## config.mk

```make
export PLATFORM = sky130hd
export DESIGN_NAME = gost89_round
export DESIGN_NICKNAME = d
export VERILOG_FILES = /design/src/rtl/gost89_pkg.sv /design/src/rtl/gost89_sbox.sv /design/src/rtl/gost89_round.sv
export SDC_FILE = /design/constraint.sdc
export NUM_CORES = 1
export LEC_CHECK = 0
export ABC_AREA = 1
export CAP_MARGIN = 20
export CORE_AREA = 5 5 259 261
export DETAILED_ROUTE_END_ITERATION = 8
export DIE_AREA = 0 0 264 266
export PLACE_DENSITY_LB_ADDON = 0.15
export SKIP_LAST_GASP = 1
export SLEW_MARGIN = 20
export SYNTH_ARGS = -nofsm -noshare
export SYNTH_HDL_FRONTEND = slang
export SYNTH_SLANG_ARGS = --single-unit
```

## constraint.sdc

```tcl
create_clock -name vclk -period 5
set_input_delay 0.5 -clock vclk [all_inputs]
set_output_delay 0.5 -clock vclk [all_outputs]
set_load 0.01 [all_outputs]
```

## src/rtl/gost89_pkg.sv

```systemverilog
`default_nettype none
// ============================================================================
// Module   : gost89_pkg
// Brief    : Shared widths and S-box lookup helper for the GOST 28147-89
//            round datapath.
// Revision : 1.0 - initial release
// ============================================================================
package gost89_pkg;

    localparam int HALF_W  = 32;   // width of each Feistel half and of the key
    localparam int SBOX_W  = 512;  // 8 rows x 16 entries x 4 bits
    localparam int NIBBLES = 8;    // 4-bit groups per half
    localparam int ROT     = 11;   // left-rotate distance after substitution

    // Row r, entry v lives at bit offset 64*r + 4*v, which is exactly the
    // concatenation {row, nibble, 2'b00}.
    function automatic logic [3:0] sbox_lookup(
        input logic [SBOX_W-1:0] sbox,
        input logic [2:0]        row,
        input logic [3:0]        nibble
    );
        logic [8:0] base;
        base = {row, nibble, 2'b00};
        return sbox[base +: 4];
    endfunction

endpackage : gost89_pkg
`default_nettype wire

```

## src/rtl/gost89_sbox.sv

```systemverilog
`default_nettype none
// ============================================================================
// Module   : gost89_sbox
// Brief    : Eight parallel 16:1 4-bit multiplexers; nibble r of din selects
//            an entry of S-box row r.
// Revision : 1.0 - initial release
// ============================================================================
module gost89_sbox
    import gost89_pkg::*;
(
    input  logic [SBOX_W-1:0] sbox,
    input  logic [HALF_W-1:0] din,
    output logic [HALF_W-1:0] dout
);

    // One independent table lookup per nibble position.
    for (genvar r = 0; r < NIBBLES; r++) begin : g_row
        assign dout[4*r +: 4] = sbox_lookup(sbox, 3'(r), din[4*r +: 4]);
    end

endmodule : gost89_sbox
`default_nettype wire

```

## src/rtl/gost89_round.sv

```systemverilog
`default_nettype none
// ============================================================================
// Module   : gost89_round
// Brief    : One GOST 28147-89 Feistel round: key add mod 2^32, S-box
//            substitution, rotate-left-11, XOR with N2, half swap.
//            Combinational by default. Defining GOST89_ROUND_OUTREG_EN adds
//            an output register (1-cycle latency, async active-low clear).
// Revision : 1.0 - initial release
// ============================================================================
module gost89_round
    import gost89_pkg::*;
(
    input  logic              clk,
    input  logic              reset,
    input  logic [SBOX_W-1:0] sbox,
    input  logic [HALF_W-1:0] key,
    input  logic [HALF_W-1:0] n1,
    input  logic [HALF_W-1:0] n2,
    output logic [HALF_W-1:0] out1,
    output logic [HALF_W-1:0] out2
);

    logic [HALF_W-1:0] w_sum;
    logic [HALF_W-1:0] w_subst;
    logic [HALF_W-1:0] w_rot;
    logic [HALF_W-1:0] w_out1;
    logic [HALF_W-1:0] w_out2;

    // Carry out of bit 31 is intentionally dropped (addition mod 2^32).
    assign w_sum = n1 + key;

    gost89_sbox u_sbox (
        .sbox (sbox),
        .din  (w_sum),
        .dout (w_subst)
    );

    // Rotate left by ROT: the top ROT bits wrap around to the bottom.
    assign w_rot  = {w_subst[HALF_W-ROT-1:0], w_subst[HALF_W-1:HALF_W-ROT]};
    assign w_out1 = w_rot ^ n2;
    assign w_out2 = n1;

`ifdef GOST89_ROUND_OUTREG_EN
    logic [HALF_W-1:0] r_out1;
    logic [HALF_W-1:0] r_out2;

    // Output register: sampled every edge, cleared immediately while reset low.
    always_ff @(posedge clk or negedge reset) begin
        if (!reset) begin
            r_out1 <= '0;
            r_out2 <= '0;
        end else begin
            r_out1 <= w_out1;
            r_out2 <= w_out2;
        end
    end

    assign out1 = r_out1;
    assign out2 = r_out2;
`else
    // Purely combinational build: clk and reset have no function here and
    // are only gathered into a sink so they do not appear as dangling inputs.
    logic w_unused_ports;
    assign w_unused_ports = &{1'b0, clk, reset};

    assign out1 = w_out1;
    assign out2 = w_out2;
`endif

endmodule : gost89_round
`default_nettype wire

```

==> metrics.cfg, run 1 <==
[route]
drt-wirelength-per-cell_um = 16.9
ant_nets = 0
num_vias = 13743
drc = 0
dr.first_iter.drc_count = 561
drtPass1Iterations = 5
viasPerCell = 4.03
wl_um = 57500

[timing]
post-route-period-util_pct = 94.6
slew_violations = 0
fmax_mhz = 211
setup_viol = 0
relSlewSlack_pct = 46.1
layout_min_cycle_time_ns = 4.73
worst_slack_ns = 0.271
worst_slew_pin_slew_ns = 0.805
grt_setup_unrepaired = yes
hold_viol = 0

[placement]
placed_cell_area_um2 = 16700
post-place-ws_ns = 0.0808
io_buffers = 672
hpwl_um = 50500
place_congestion = 0.854

[yosys]
ys_types = 44
ys_seq_area_share_pct = 0
yosysTopAreaCellShare_pct = 32.9
syn-num-nets = 2571
syn_avg_cell_area_um2 = 4.71
synthCells = 1929
netlist_top_cells_area = nand2_1 (33%), inv_1 (16%), nand3_1 (9.0%)
yosys.area.top_type = nand2_1
synthesis.area_um2 = 9080
yosys_warnings = 0

[global_route]
globalRouteOverflowTotal = 0
grt_usage_pct = 14.9
grt_max_degree = 65
grt_pass1_vias = 13642
grt_pass1_wl_um = 82600
antenna_found_initial = 17

[die]
die_h_um = 266
fp.dieArea_um2 = 70200
initial_core_util_pct = 14.1
core_area_um2 = 64200
io_pins = 674
rows = 93
fp.dieW_um = 264

[critical_path]
crit_slowest_cell = clkdlybuf4s50_1
critical_path.startpoint_type = primary input
crit_fanout = 24
crit_path_end_kind = output port
worstPathArrival_ns = 4.23
startpoint = n1[0]
critPathMostFrequentCell = nand2_1
path_cells = clkdlybuf4s50_1 > ha_1 > inv_1 > fa_1 > inv_1 > nand3_1 > nand2_1 > nand2_1 > nand2_1 > nand2_1 > nand2_2 > buf_12 > nand2_1 > o21ai_0 > nor2_1 > nor2_1 > o21ai_0 > nand2_1 > nand2_1 > nand2_1 > xnor2_1 > clkdlybuf4s50_1
crit_type = in2out
cpPeakStageDelay_ns = 0.58
required_ns = 4.50

[power]
leakagePower_nw = 8.61
powerDensity_nw_per_um2 = 165
peakVddDrop_mv = 0.0804
p_total_mw = 2.78

[flow_run]
maxCapViolations = 0

[run_status]
status = finished clean

[clock_tree]
cts_hold_buf = 0
postCtsSetupRepairBufs = 0

[layout]
seq_cells = 0
clkbuf_count = 0
postLayoutCellArea_um2 = 16900
area_growth_pct = 85.6
drive_gt1_share_pct = 3.50
final-seq-area_um2 = 0
layout.nets = 3188

[worst_hold_path]
hp-start = n1[31]
hp-class = in2out

## cell usage in the layout (no fill, tap or decap), drive strengths merged, types with 2 or more instances in the layout
| master | instances |
|---|---|
| a21oi | 80 |
| ha | 31 |
| clkdlybuf4s50 | 672 |
| a21o | 2 |
| a22oi | 8 |
| buf | 44 |
| nand4 | 4 |
| nand3b | 7 |
| o31ai | 9 |
| diode | 12 |
| clkbuf | 2 |
| a21boi | 2 |
| o211a | 6 |
| o211ai | 59 |
| inv | 380 |
| or2 | 2 |
| nand2 | 809 |
| o21ai | 114 |
| xor2 | 20 |
| o21bai | 8 |
| xnor2 | 17 |
| mux2i | 17 |
| nor3 | 8 |
| nand3 | 170 |
| nor2 | 67 |
## kinds of logic after synthesis
group	count (synthesis)	share of synthesized area [%]
buffers and inverters	484	22.5
multiplexers	17	1.87
XOR/XNOR	37	4.15
adder cells (fa/ha/maj)	32	4.49
AND/OR/NAND/NOR	1068	48.0
AO/OA/AOI/OAI	291	19.0
## layer usage
layer,GRT usage (%),vias up,share of wire [%]
li1,-,7189,-
met1,17.7,6174,41
met2,28.5,330,53
met3,2.39,40,4.8
met4,2.28,10,1.2
met5,0,-,0.13
## cells in the mapped netlist (3+ instances only)
master and count:
buf_4 48, a22oi_1 8, mux2i_1 17, nand4_1 4, nor3_1 6, o31ai_1 9, xnor2_1 15, xor2_2 5
xor2_1 15, o211ai_1 59, nand3b_1 6, nand2_1 795, nand2_2 14, nor2_1 66, o21ai_0 92, nand3_1 164
o21ai_1 21, inv_1 377, buf_2 30, clkbuf_1 23, ha_1 31, o211a_1 6, nand3_2 6, o21bai_1 8
a21oi_1 78, inv_2 3
## metrics by stage
stage | utilization [%] | std cells | setup TNS (ns) | hold slack [ns]
finish | 26.2 | 3411 | 0 | 1.93
global route | 26.2 | 3409 | -0.0723 | 1.97
CTS | 26.1 | 3397 | 0 | 1.93
detailed placement | 26.1 | 3397 | 0 | 1.93
global placement | 26.1 | 3397 | 0 | 1.93
floorplan | - | 1929 | 0 | 1.08
## critical path, delay by kind of cell
kind | cells | cell delay (ns)
AO/OA/AOI/OAI | 2 | 0.18
XOR/XNOR | 1 | 0.12
adder cells (fa/ha/maj) | 2 | 0.58
buffers and inverters | 5 | 1.41
AND/OR/NAND/NOR | 12 | 1.41
## power breakdown
| part | switching [mW] | total (mW) | internal [mW] | leakage, nW |
|---|---|---|---|---|
| Clock | 0 | 0.000000322 | 0.000000322 | 0.0000761 |
| Sequential | 0 | 0 | 0 | 0 |
| Combinational | 1.48 | 2.78 | 1.30 | 8.61 |
| Total | 1.48 | 2.78 | 1.30 | 8.61 |
## path summary, 6_finish.rpt
check	cells past startpoint	endpoint
worst max-delay path	22	out1[19]
worst min-delay path	2	out2[31]
## repair_timing
item	in CTS	in global routing
endpoints found under the setup margin	0	14
gates resized for setup	0	8
endpoints found under the hold margin	0	0
## final cells by class
| cell class | count | area [µm²] |
|---|---|---|
| fill | 7356 | 47400 |
| timing repair buffer | 718 | 7220 |
| multi-input combinational | 1445 | 7110 |
| inverter | 381 | 1430 |
| tap | 855 | 1070 |
| antenna | 12 | 30.0 |
No activity file was read; power rests on OpenSTA's default activity.
==> run 2: changes to the inputs <==
GPL_ROUTABILITY_DRIVEN = 0   (was unset)
SLEW_MARGIN = unset   (was 20)
==> results of run 2 <==
Same layout as run 1: the final DEF is identical, and so are final timing and power.
==> run 3: changes to the inputs <==
ABC_AREA = unset   (was 1)
CORE_AREA = 5 5 260 262   (was 5 5 259 261)
DIE_AREA = 0 0 265 267   (was 0 0 264 266)
==> run 3 against run 2 <==
  * Clock-buffer cell count unchanged
  * Global-route usage down 3.0 points
  * Synthesized cell count down 69%
  * Largest cell class unchanged
  * Largest power group unchanged
==> metrics.cfg, run 3 <==
[run_status]
status = finished clean

[timing]
layout_min_cycle_time_ns = 4.80
grt_setup_unrepaired = yes
worst_slew_pin_slew_ns = 0.680
relSlewSlack_pct = 54.4
hold_viol = 0
slew_violations = 0
post-route-period-util_pct = 96.0
setup_viol = 0
timing.setup.tns_ns = 0
fmax_mhz = 208

[critical_path]
path_delay_family = compound AO/OA/AOI/OAI gates
required_ns = 4.50
crit_path_end_kind = output port
cpPeakStageDelay_ns = 0.48
cp.buffers_inverters = 5
crit_fanout = 4
worstPathArrival_ns = 4.30
crit_type = in2out
path_cells = clkdlybuf4s50_1 > ha_1 > or2_2 > o22a_2 > a41o_1 > a221o_2 > buf_6 > a31oi_4 > buf_12 > xnor2_4 > buf_6 > mux4_2 > a22o_1 > a221oi_2 > xnor2_1 > clkdlybuf4s15_2
critical_path.startpoint_type = primary input
critPathMostFrequentCell = buf_6
crit_slowest_cell = mux4_2

[yosys]
synthesis.area_um2 = 6300
ys_types = 62
synthCells = 589
synthTopCellsByCount = mux4_2 (109), mux2i_1 (53), buf_4 (34)
netlist_top_cells_area = mux4_2 (39%), mux2i_1 (8.4%), mux4_1 (6.3%)
yosysTopAreaCellShare_pct = 39.0
yosys_warnings = 0
ys_seq_area_share_pct = 0
yosys.area.top_type = mux4_2
yosysMostFrequentCell = mux4_2
syn_avg_cell_area_um2 = 10.7
syn-num-nets = 1231

[clock_tree]
cts_hold_buf = 0

[route]
drtPass1Iterations = 6
num_vias = 8462
viasPerCell = 3.76
ant_nets = 0
drc = 0
dr.first_iter.drc_count = 249
wl_um = 45400
drt-wirelength-per-cell_um = 20.2

[layout]
seq_cells = 0
final_core_util_pct = 24.2
final-seq-area_um2 = 0
multi_input_area_um2 = 6280
postLayoutCellArea_um2 = 15800
layout_commonest_cell = clkdlybuf4s50_1
fillers = 7031
drive_gt1_share_pct = 28.1
layout.nets = 2026
final_cell_mix = clkdlybuf4s50_1 (634), buf_4 (156), mux4_2 (116)
clkbuf_count = 0
area_growth_pct = 151

[die]
die_h_um = 267
rows = 94
io_pins = 674
fp.dieW_um = 265
core_area_um2 = 65200
initial_core_util_pct = 9.66
fp.dieArea_um2 = 70800

[placement]
hpwl_um = 41200
io_buffers = 672
placed_cell_area_um2 = 15100

[power]
peakVddDrop_mv = 0.0637
powerDensity_nw_per_um2 = 178
leakagePower_nw = 6.08
p_total_mw = 2.81

[flow_run]
maxCapViolations = 0

[worst_hold_path]
hp-class = in2out

[global_route]
grt_usage_pct = 11.9
grt_max_degree = 17
globalRouteOverflowTotal = 0
grt_pass1_vias = 9687
antenna_found_initial = 10
grt_pass1_wl_um = 64200

==> run 3: cell types whose count changed after synthesis, moves of 37 or more <==
cell and change:
inv_1 -369, nand2_1 -768, a21oi_1 -55, o211ai_1 -55, nand3_1 -152, mux4_2 +109, nor2_1 -37, o21ai_0 -80
==> run 3: layer usage <==
layer	GRT usage, %	up-vias	routed length [µm]
met3	2.06	26	2320
met2	23.3	294	25200
met5	0	-	27
met4	1.33	4	411
met1	13.8	4095	17500
li1	-	4043	-
==> run 3: final timing paths <==
check / depth (start not counted) / endpoint / slack [ns] / start
max: 16 / out1[8] / 0.20 / n1[5]
min: 2 / out2[0] / 1.61 / n1[0]
==> run 3: power breakdown <==
part / internal [mW] / switching, mW
Combinational: 1.73 / 1.07
Sequential: 0 / 0
Clock: 0.000000188 / 0
==> run 3: stage by stage <==
step                      setup WS [ns]  hold slack [ns]  std cells
after floorplan                   0.115             1.08        589
after global placement           -0.916             1.92       2215
after detailed placement         -0.927             1.93       2215
after CTS                       -0.0158             1.61       2242
after global routing           -0.00344             1.62       2251
final                             0.202             1.61       2253
==> run 3: cell type report <==
| class | count | share of cell area [%] |
|---|---|---|
| diodes | 7 | 0.111 |
| multi-input cells | 518 | 39.8 |
| inverters | 8 | 0.190 |
| repair buffers | 856 | 53.0 |
| well taps | 864 | 6.85 |
==> run 3: repair_timing <==
action	4_1_cts	5_1_grt
gates cloned	4	0
setup endpoints to repair	24	24
pin swaps	26	23
gates resized for setup	121	41
setup buffers	23	4
==> run 3: logic make-up after synthesis <==
| logic type | count (synthesis) | share of synthesized area (%) |
|---|---|---|
| buf+inv | 72 | 6.76 |
| simple gates | 131 | 10.5 |
| mux | 180 | 54.2 |
| fa+ha+maj | 32 | 6.48 |
| compound gates | 118 | 14.2 |
| xor+xnor | 56 | 7.91 |
